## config.mk

```make
export PLATFORM = sky130hd
export DESIGN_NAME = regfile_param
export DESIGN_NICKNAME = d
export VERILOG_FILES = /design/src/rtl/regfile_param.sv
export SDC_FILE = /design/constraint.sdc
export NUM_CORES = 1
export LEC_CHECK = 0
export ABC_AREA = 1
export CAP_MARGIN = 20
export CORE_MARGIN = 2
export CORE_UTILIZATION = 45
export CTS_CLUSTER_DIAMETER = 60
export DETAILED_ROUTE_END_ITERATION = 6
export GPL_TIMING_DRIVEN = 0
export PLACE_DENSITY_LB_ADDON = 0.08
export RECOVER_POWER = 100
export SLEW_MARGIN = 30
export SYNTH_ARGS = -nofsm -noshare
export SYNTH_HDL_FRONTEND = slang
export SYNTH_SLANG_ARGS = --single-unit
```

## constraint.sdc

```tcl
create_clock -name clk -period 3.1 [get_ports clk]
set_input_delay 0.465 -clock clk [delete_from_list [all_inputs] [get_ports clk]]
set_output_delay 0.465 -clock clk [all_outputs]
set_load 0.01 [all_outputs]
```

## src/rtl/regfile_param.sv

```systemverilog
// Parametrised two-read / one-write register file.
// Combinational read ports with optional same-cycle write bypass, an optional
// hardwired-zero entry 0, and a clear engine that zeroes one row per cycle
// after reset or on request. While clearing, writes are dropped and reads return 0.
module regfile_param #(
    parameter int WIDTH   = 17,
    parameter int DEPTH   = 7,
    parameter int ADDR_W  = 3,
    parameter int BYPASS  = 1,
    parameter int ZERO_R0 = 0
) (
    input  logic              clk,
    input  logic              rst,
    input  logic [ADDR_W-1:0] ra1,
    input  logic [ADDR_W-1:0] ra2,
    input  logic [ADDR_W-1:0] wr,
    input  logic [WIDTH-1:0]  wrd,
    input  logic              we,
    input  logic              clr_req,
    output logic [WIDTH-1:0]  rd1,
    output logic [WIDTH-1:0]  rd2,
    output logic              busy,
    output logic              clr_done
);

    typedef enum logic {
        IDLE  = 1'b0,
        CLEAR = 1'b1
    } state_t;

    // One past the last implemented entry, widened so DEPTH == 2**ADDR_W still fits.
    localparam logic [ADDR_W:0]   ADDR_LIM = (ADDR_W + 1)'(DEPTH);
    localparam logic [ADDR_W-1:0] LAST_ROW = ADDR_W'(DEPTH - 1);

    state_t              state_reg;
    logic [ADDR_W-1:0]   ptr_reg;
    logic                clr_done_reg;

    logic [WIDTH-1:0]    mem [DEPTH];

    logic                mem_we;
    logic [ADDR_W-1:0]   mem_addr;
    logic [WIDTH-1:0]    mem_data;

    logic [ADDR_W-1:0]   ra_arr [2];
    logic [WIDTH-1:0]    rd_arr [2];

    // True when the address names an implemented entry.
    function automatic logic in_range(input logic [ADDR_W-1:0] a);
        return ({1'b0, a} < ADDR_LIM);
    endfunction

    // True when the address is the hardwired-zero entry.
    function automatic logic is_zero_row(input logic [ADDR_W-1:0] a);
        return (ZERO_R0 != 0) && (a == '0);
    endfunction

    // Clear sequencer: reset or a request restarts the sweep at row 0.
    always_ff @(posedge clk) begin
        if (rst) begin
            state_reg    <= CLEAR;
            ptr_reg      <= '0;
            clr_done_reg <= 1'b0;
        end else begin
            clr_done_reg <= 1'b0;
            case (state_reg)
                CLEAR: begin
                    if (ptr_reg == LAST_ROW) begin
                        state_reg    <= IDLE;
                        clr_done_reg <= 1'b1;
                    end else begin
                        ptr_reg <= ptr_reg + 1'b1;
                    end
                end
                default: begin
                    if (clr_req) begin
                        state_reg <= CLEAR;
                        ptr_reg   <= '0;
                    end
                end
            endcase
        end
    end

    assign busy     = (state_reg == CLEAR);
    assign clr_done = clr_done_reg;

    // Single array write port, shared by the clear sweep and normal writes.
    always_comb begin
        mem_we   = 1'b0;
        mem_addr = wr;
        mem_data = wrd;
        if (!rst) begin
            if (state_reg == CLEAR) begin
                mem_we   = 1'b1;
                mem_addr = ptr_reg;
                mem_data = '0;
            end else if (!clr_req && we && in_range(wr) && !is_zero_row(wr)) begin
                mem_we = 1'b1;
            end
        end
    end

    // Array storage; no reset, the clear sweep initialises it.
    always_ff @(posedge clk) begin
        if (mem_we) begin
            mem[mem_addr] <= mem_data;
        end
    end

    assign ra_arr[0] = ra1;
    assign ra_arr[1] = ra2;

    // Two identical combinational read ports.
    for (genvar gi = 0; gi < 2; gi++) begin : g_read
        // Read mux: busy / out-of-range / zero row give 0, else bypass or array.
        always_comb begin
            rd_arr[gi] = '0;
            if (!busy && in_range(ra_arr[gi]) && !is_zero_row(ra_arr[gi])) begin
                if ((BYPASS != 0) && we && !clr_req && (wr == ra_arr[gi])) begin
                    rd_arr[gi] = wrd;
                end else begin
                    rd_arr[gi] = mem[ra_arr[gi]];
                end
            end
        end
    end

    assign rd1 = rd_arr[0];
    assign rd2 = rd_arr[1];

endmodule

```

Word level (Yosys, flattened, before mapping). Memory sizes are Yosys's and may differ from the RTL's. Cells that the tools add are included.

$add $sub $neg: 1. Multipliers: 0. Div/mod/pow operators: 0. $lt $le $gt $ge: 3. Equality and inequality tests: 4. Shift-type cells: 0. Muxes and demuxes: 20. Bitwise operators: 1. Reductions and logical operators: 11.

Operator list (number): $mux W17 (6); $mux W3 (5); $lt A3 B3 Y1 const B (3); $mux W1 (9); $eq A3 B3 Y1 (2); $logic_and A1 B1 Y1 (6); $add A3 B1 Y3 const B (1); $eq A3 B3 Y1 const B (1); $logic_not A1 Y1 (2); $ne A2 B2 Y1 const B (1); $reduce_and A2 Y1 (1); $reduce_bool A2 Y1 (1); $reduce_or A2 Y1 (1); $not A1 Y1 (1).

Register bits: 5. Bits in latches: 0. Bits in writable memories: 119. ROM bits: 0. Bits of input ports: 30. Output and inout port bits: 36. Logic and storage cells: 44. Memories: 1.

Memories: mem (words 7, width 17, read ports 2, clocked after memory_dff 0, write ports 1, RTL line 39) `logic [WIDTH-1:0] mem [DEPTH];`.

Longest topological paths before layout. Gate-level depths: netlist of the first run.

Word-level depth: 8. Mapped depth: 9.

Worst setup path after synthesis of the first run. No wires, ideal clock.

Path kind: input to register. Start: input port rst. End: memory mem[4][0] (enable). Arrival: 2292 ps. Data required time: 2688 ps. Path slack: 395 ps. Stages on the path: 5. Cell sequence: inv_2 nand2_2 o21ai_0 nand2_1 nor3_1.

Longest elaborated chain between the ends: 3.

RTL lines: from (decl) (RTL line 13) `input logic rst,`; $mux W1 (RTL line 93) `if (!rst) begin`; $mux W1 (RTL line 106) `if (mem_we) begin`; $mux W1 (implied by the code) (RTL line 107) `mem[mem_addr] <= mem_data;`; to (decl) (RTL line 39).

Several ways; a longest one is shown, not always the timed one.

Final worst setup path of the first run.
Start: input port wr[0]. End: output port rd2[10].

Longest elaborated chain between the ends: 4.

RTL lines: from (decl) (RTL line 16) `input logic [ADDR_W-1:0] wr,`; $eq A3 B3 Y1 (RTL line 120) `if ((BYPASS != 0) && we && !clr_req && (wr == ra_arr[gi])) begin`; $logic_and A1 B1 Y1 (RTL line 120); $mux W17 (RTL line 120); $mux W17 (RTL line 119) `if (!busy && in_range(ra_arr[gi]) && !is_zero_row(ra_arr[gi])) begin`; to (decl) (RTL line 21) `output logic [WIDTH-1:0] rd2,`.

No other way between the ends.

==> results of run 1 <==
## power by group
group,internal [mW],switching (mW)
Combinational,0.193,0.439
Clock,1.26,0.767
Sequential,1.91,0.0274
Total,3.36,1.23
## synthesized netlist by cell type
master    instances  share of area [%]
a21oi_1          50                3.5
a21oi_2          20                2.5
buf_1             1              0.053
buf_2            10               0.70
buf_4            14                1.5
buf_6             2               0.32
clkbuf_1         24                1.3
clkinv_1          4               0.21
dfxtp_1           5                1.4
edfxtp_1        119                 50
ha_1              2               0.35
inv_1            44                2.3
inv_2             7               0.37
inv_4             1              0.088
nand2_1         397                 21
nand2_2           7               0.62
nand2_4           2               0.32
nand3_1         107                7.5
nor2_1           29                1.5
nor2_4            2               0.32
nor2_8            2               0.56
nor3_1            4               0.28
o21ai_0          39                2.7
o21ai_1           1              0.070
o31ai_1           1               0.11
xor2_1            1               0.12
## layer usage
metal | share of wire, % | GRT usage, %
met5 | 0 | 0
met2 | 45 | 47.6
met3 | 11 | 7.02
met4 | 2.7 | 11.5
met1 | 41 | 42.4
## logic make-up after synthesis
kind of cell,after synthesis,share of synthesized area [%]
simple gates,550,32.1
fa+ha+maj,2,0.352
buf+inv,107,6.81
flops,124,51.7
compound gates,111,8.91
xor+xnor,1,0.123
## what timing repair did
item / CTS / global route
endpoints found under the setup margin: 31 / 21
hold buffers: 0 / 0
pin swaps: 2 / 2
buffers inserted: 5 / 3
resized for setup: 9 / 5
## area by class of cell
type                            instances  area, µm²
Clock inverter                         15        173
Multi-Input combinational cell        664       2950
Buffer                                 50        275
Inverter                               56        215
Fill cell                            1428       6550
Clock buffer                           17        425
Sequential cell                       124       3670
Tap cell                              211        264
Timing Repair Buffer                   79        796
## metrics by stage
step	instances	TNS (ps)
detailed placement	1177	-4850
global placement	1167	-108520
floorplan	895	0
finish	1216	0
CTS	1213	0
global route	1216	0
## critical path, stage by stage
cell             delay [ps]
clkdlybuf4s50_1         530
inv_1                   110
nand2_1                  70
nand2_1                 120
nor2_8                  190
nand2_4                 140
buf_6                   200
a21oi_2                 150
clkdlybuf4s50_1         540
## how the worst max path moves through the flow
| stage | depth (start not counted) | slack (ps) | start | to |
|---|---|---|---|---|
| 6_report | 9 | 110 | wr[0] | rd2[10] |
| 2_1_floorplan | 5 | 400 | rst | mem[4][0] |
| 3_5_place_dp | 8 | -190 | ra1[2] | rd1[9] |
| 4_1_cts | 9 | 20 | we | rd2[6] |
| 5_1_grt | 9 | 3 | wr[0] | rd2[11] |
| 3_3_place_gp | 6 | -1910 | rst | mem[4][0] |
==> results.py, run 1 <==
metrics = {
    "run_status": {
        "status": "complete, no violations",
    },
    "final_layout": {
        "diodes": 0,
        "drive_gt1_share_pct": 11.7,
        "final_common_cell": "nand2_1",
        "design_area_um2": 8770,
        "area_growth_pct": 23.3,
        "fin_util_pct": 57.2,
        "layout_common_cells": "nand2_1, edfxtp_1, nand3_1, a21oi_1, inv_1",
        "final_nets": 1024,
        "largest_register_ffs": 119,
    },
    "min_path": {
        "hold_start": "ptr_reg[2]",
        "hold_depth": 2,
        "worst_hold_path_type": "reg -> reg",
        "hold-path-endpoint": "ptr_reg[2]",
    },
    "sta": {
        "fmax_mhz": 335,
        "hold_viol": 0,
        "slew_violations": 0,
        "setup_ws_ps": 112,
        "setup_viol": 0,
        "tightest_slew_ps": 1100,
        "whs_ps": 503,
        "min_period_ps": 2990,
        "slew-limit-headroom_pct": 26.2,
        "rsz0062_at_grt": "false",
        "fin_crit_sh_pct": 96.4,
        "fin_skew_ps": 4.77,
    },
    "power_and_ir_drop": {
        "p_leak_nw": 3.66,
        "p_per_area_nw_per_um2": 524,
        "ir_drop_v": 0.000553,
        "total_power_mw": 4.60,
    },
    "cts": {
        "clock_path_buffers": 2,
        "path_clk_slew_ps": 60,
        "cts.sinks": 124,
        "htree_levels": 4,
        "clk-insertion-delay-late_ps": 430,
        "root_buffer": "clkbuf_16",
        "tritoncts": "built",
        "cts_inserted_buffers": 17,
    },
    "place": {
        "placed_area_um2": 8150,
        "routabilityCongestion": 0.886,
        "pre_cts_slack_ps": -187,
        "hpwlAfterDp_mm": 16.4,
        "io_buffers": 61,
    },
    "yosys": {
        "synth_cell_types": 26,
        "postSynthAreaPerCell_um2": 7.94,
        "synth.yosys.seq_area_share_pct": 51.7,
        "netlist_area_um2": 7110,
        "yosys_warnings": 0,
        "synth_fp_nets": 927,
        "netlist_instances": 895,
        "ys_seq_elements": 124,
    },
    "die": {
        "die_width_um": 130,
        "io_pins": 66,
        "initial_core_util_pct": 46.4,
        "coreArea_um2": 15300,
        "die_y_um": 130,
        "dieArea_um2": 16800,
        "row_count": 45,
    },
    "global_route": {
        "antenna_found_initial": 0,
        "grt_pass1_wl_mm": 36.9,
        "grtUsageTotal_pct": 30.7,
        "first_global_vias": 6164,
        "grt_max_degree": 18,
        "overflow": 0,
    },
    "worst_setup_path": {
        "r2r_slack_ps": 490,
        "r2r_cells": 6,
        "reg2reg_from": "busy",
        "critical_path_class": "in -> out",
        "worstPathMaxFanout": 10,
        "cp.required_ps": 2630,
        "start_kind": "input port",
        "worstReg2RegEnd": "mem[6][6]",
        "end_kind": "output pin",
        "cp.arrival_ps": 2520,
    },
    "route": {
        "drt_first_pass_iters": 6,
        "wire_per_inst_um": 20.6,
        "drt_iter0_markers": 910,
        "route.detailed.drc": 0,
        "post_drt_via_cell_ratio": 5.60,
        "wirelength_mm": 25.1,
        "ant_nets": 0,
        "vias": 6813,
    },
    "run": {
        "max_cap_viol_count": 0,
    },
}
(Power assumes the default switching activity.)
==> inputs of run 2 (changes only) <==
- ABC_AREA: 1 -> 0
- CTS_CLUSTER_DIAMETER: 60 -> not set
==> results.py, run 2 <==
metrics = {
    "run_status": {
        "status": "complete, no violations",
    },
    "worst_setup_path": {
        "cp.arrival_ps": 2590,
        "cp_cell_sequence": "clkbuf_2 -> buf_2 -> mux2_2 -> mux2_2 -> a211oi_1 -> nor3_1 -> dlygate4sd3_1",
        "critical_path_class": "in -> out",
        "crit_top_cell": "mux2_2",
        "path_buf_inv": 3,
        "path_delay_family": "buffers and inverters",
        "cp.required_ps": 2630,
        "cpPeakStageDelay_ps": 610,
        "crit_path_top_delay_cell": "dlygate4sd3_1",
        "worstPathMaxFanout": 10,
        "end_kind": "output pin",
        "start_kind": "input port",
    },
    "route": {
        "ant_nets": 0,
        "post_drt_via_cell_ratio": 6.02,
        "vias": 4805,
        "wirelength_mm": 19.8,
        "wire_per_inst_um": 24.8,
        "drt_iter0_markers": 369,
        "route.detailed.drc": 0,
        "drt_first_pass_iters": 5,
    },
    "sta": {
        "setup_viol": 0,
        "fin_skew_ps": 8.13,
        "fin_crit_sh_pct": 98.4,
        "setup_ws_ps": 49.2,
        "slew-limit-headroom_pct": 23.3,
        "hold_viol": 0,
        "slew_violations": 0,
        "fmax_mhz": 328,
        "rsz0062_at_grt": "false",
        "tightest_slew_ps": 1150,
        "min_period_ps": 3050,
    },
    "power_and_ir_drop": {
        "total_power_mw": 4.39,
        "ir_drop_v": 0.000384,
        "p_leak_nw": 2.93,
        "p_per_area_nw_per_um2": 539,
    },
    "yosys": {
        "netlist_instances": 519,
        "netlist_area_um2": 6620,
        "ys_top_cells_by_count": "edfxtp_1, mux2i_1, mux2_2, nor2_1, nor3_1",
        "synth_top_area_share_pct": 54.0,
        "synth_fp_nets": 551,
        "synth_area_leaders": "edfxtp_1, mux2_2, mux2i_1, a211oi_1, o22ai_1",
        "synthArstFlopShare_pct": 0,
        "synth_ff_type": "edfxtp_1",
        "synth_edf_count": 119,
        "yosys_warnings": 0,
        "postSynthAreaPerCell_um2": 12.8,
        "synth.yosys.seq_area_share_pct": 55.5,
        "post-synth-top-count-cell": "edfxtp_1",
        "ys_seq_elements": 124,
        "synth_top_area_cell": "edfxtp_1",
        "synth_cell_types": 38,
    },
    "die": {
        "coreArea_um2": 14500,
        "initial_core_util_pct": 45.7,
        "io_pins": 66,
        "die_y_um": 125,
        "row_count": 44,
        "die_width_um": 125,
        "dieArea_um2": 15700,
    },
    "cts": {
        "cts.sinks": 124,
        "tritoncts": "built",
        "cts_inserted_buffers": 17,
        "htree_levels": 4,
        "clk-insertion-delay-late_ps": 410,
        "clock_path_buffers": 2,
        "root_buffer": "clkbuf_16",
        "path_clk_slew_ps": 60,
        "postCtsHoldBufs": 0,
    },
    "final_layout": {
        "fin_util_pct": 56.2,
        "largest_register_ffs": 119,
        "final_common_cell": "edfxtp_1",
        "layout_common_cells": "edfxtp_1, mux2i_1, mux2_2, nor2_1, clkdlybuf4s50_1",
        "final_nets": 633,
        "drive_gt1_share_pct": 24.3,
        "diodes": 0,
        "area_growth_pct": 22.8,
    },
    "place": {
        "routabilityCongestion": 0.804,
        "io_buffers": 61,
        "pre_cts_slack_ps": -568,
        "hpwlAfterDp_mm": 12.7,
    },
    "global_route": {
        "grt_pass1_wl_mm": 29.3,
        "grt_max_degree": 18,
        "grtUsageTotal_pct": 25.4,
        "first_global_vias": 5015,
        "antenna_found_initial": 0,
        "overflow": 0,
    },
    "min_path": {
        "worst_hold_path_type": "reg -> reg",
    },
    "run": {
        "max_cap_viol_count": 0,
    },
}
-- run 2: changes by cell type after synthesis, moves of 39 or more --
cell,before,now
mux2_2,0,57
a21oi_1,50,5
inv_1,44,3
o21ai_0,39,0
nand2_1,397,4
mux2i_1,0,64
nand3_1,107,0
-- run 2: metrics by stage --
| step | TNS, ps | hold WS [ps] | std cells | area (µm²) |
|---|---|---|---|---|
| 5_1_grt | 0 | 586 | 798 | 8130 |
| 2_1_floorplan | 0 | 500 | 519 | 6620 |
| 6_report | 0 | 548 | 798 | 8130 |
| 4_1_cts | 0 | 547 | 798 | 8270 |
| 3_5_place_dp | -15120 | 538 | 769 | 7630 |
| 3_3_place_gp | -100410 | 545 | 764 | 7460 |
-- run 2: power by group --
| part | internal, mW | switching (mW) |
|---|---|---|
| Sequential | 1.91 | 0.0274 |
| Combinational | 0.204 | 0.294 |
| Clock | 1.24 | 0.712 |
| Total | 3.35 | 1.03 |
-- run 2: worst paths after layout --
kind / start / endpoint / slack (ps) / cells past startpoint
max: ra2[0] / rd2[1] / 50 / 7
min: ptr_reg[2] / clr_done / 550 / 2
max reg2reg: busy / mem[0][14] / 400 / 5
min reg2reg: ptr_reg[2] / clr_done / 550 / 2
-- run 2: per-layer routing --
metal  GRT usage, %  vias up  part of all wire [%]
met5              0        -                     0
met4           9.08        0                   2.2
met3           5.09       30                   6.5
met2           43.3      179                    50
met1           32.4     2431                    42
li1               -     2165                     -
-- run 2: tightest hold or removal path, stage by stage (launching register included) --
cell and delay [ps]:
dfxtp_1 360, nand2_1 100, nor2_1 40
-- run 2: cell type report --
type / instances / area [µm²]
fill: 1222 / 6350
sequential: 124 / 3670
multi-input combinational: 348 / 2780
timing repair buffer: 69 / 621
clock buffer: 17 / 425
buffer: 38 / 236
tap: 184 / 230
clock inverter: 15 / 155
inverter: 3 / 11.3
-- run 2: repair_timing --
action	CTS	global route
resized for setup	32	14
setup endpoints to repair	34	15
setup buffers	3	0
pin swaps	3	4
-- run 2: logic make-up (layout without fill, tap and decap cells) --
kind of cell / after synthesis / in the layout / share of synthesized area, %
compound gates: 81 / 81 / 8.65
buf+inv: 47 / 142 / 3.51
mux: 130 / 130 / 21.2
simple gates: 129 / 129 / 9.96
fa+ha+maj: 2 / 2 / 0.378
xor+xnor: 6 / 6 / 0.793
flops: 124 / 124 / 55.5
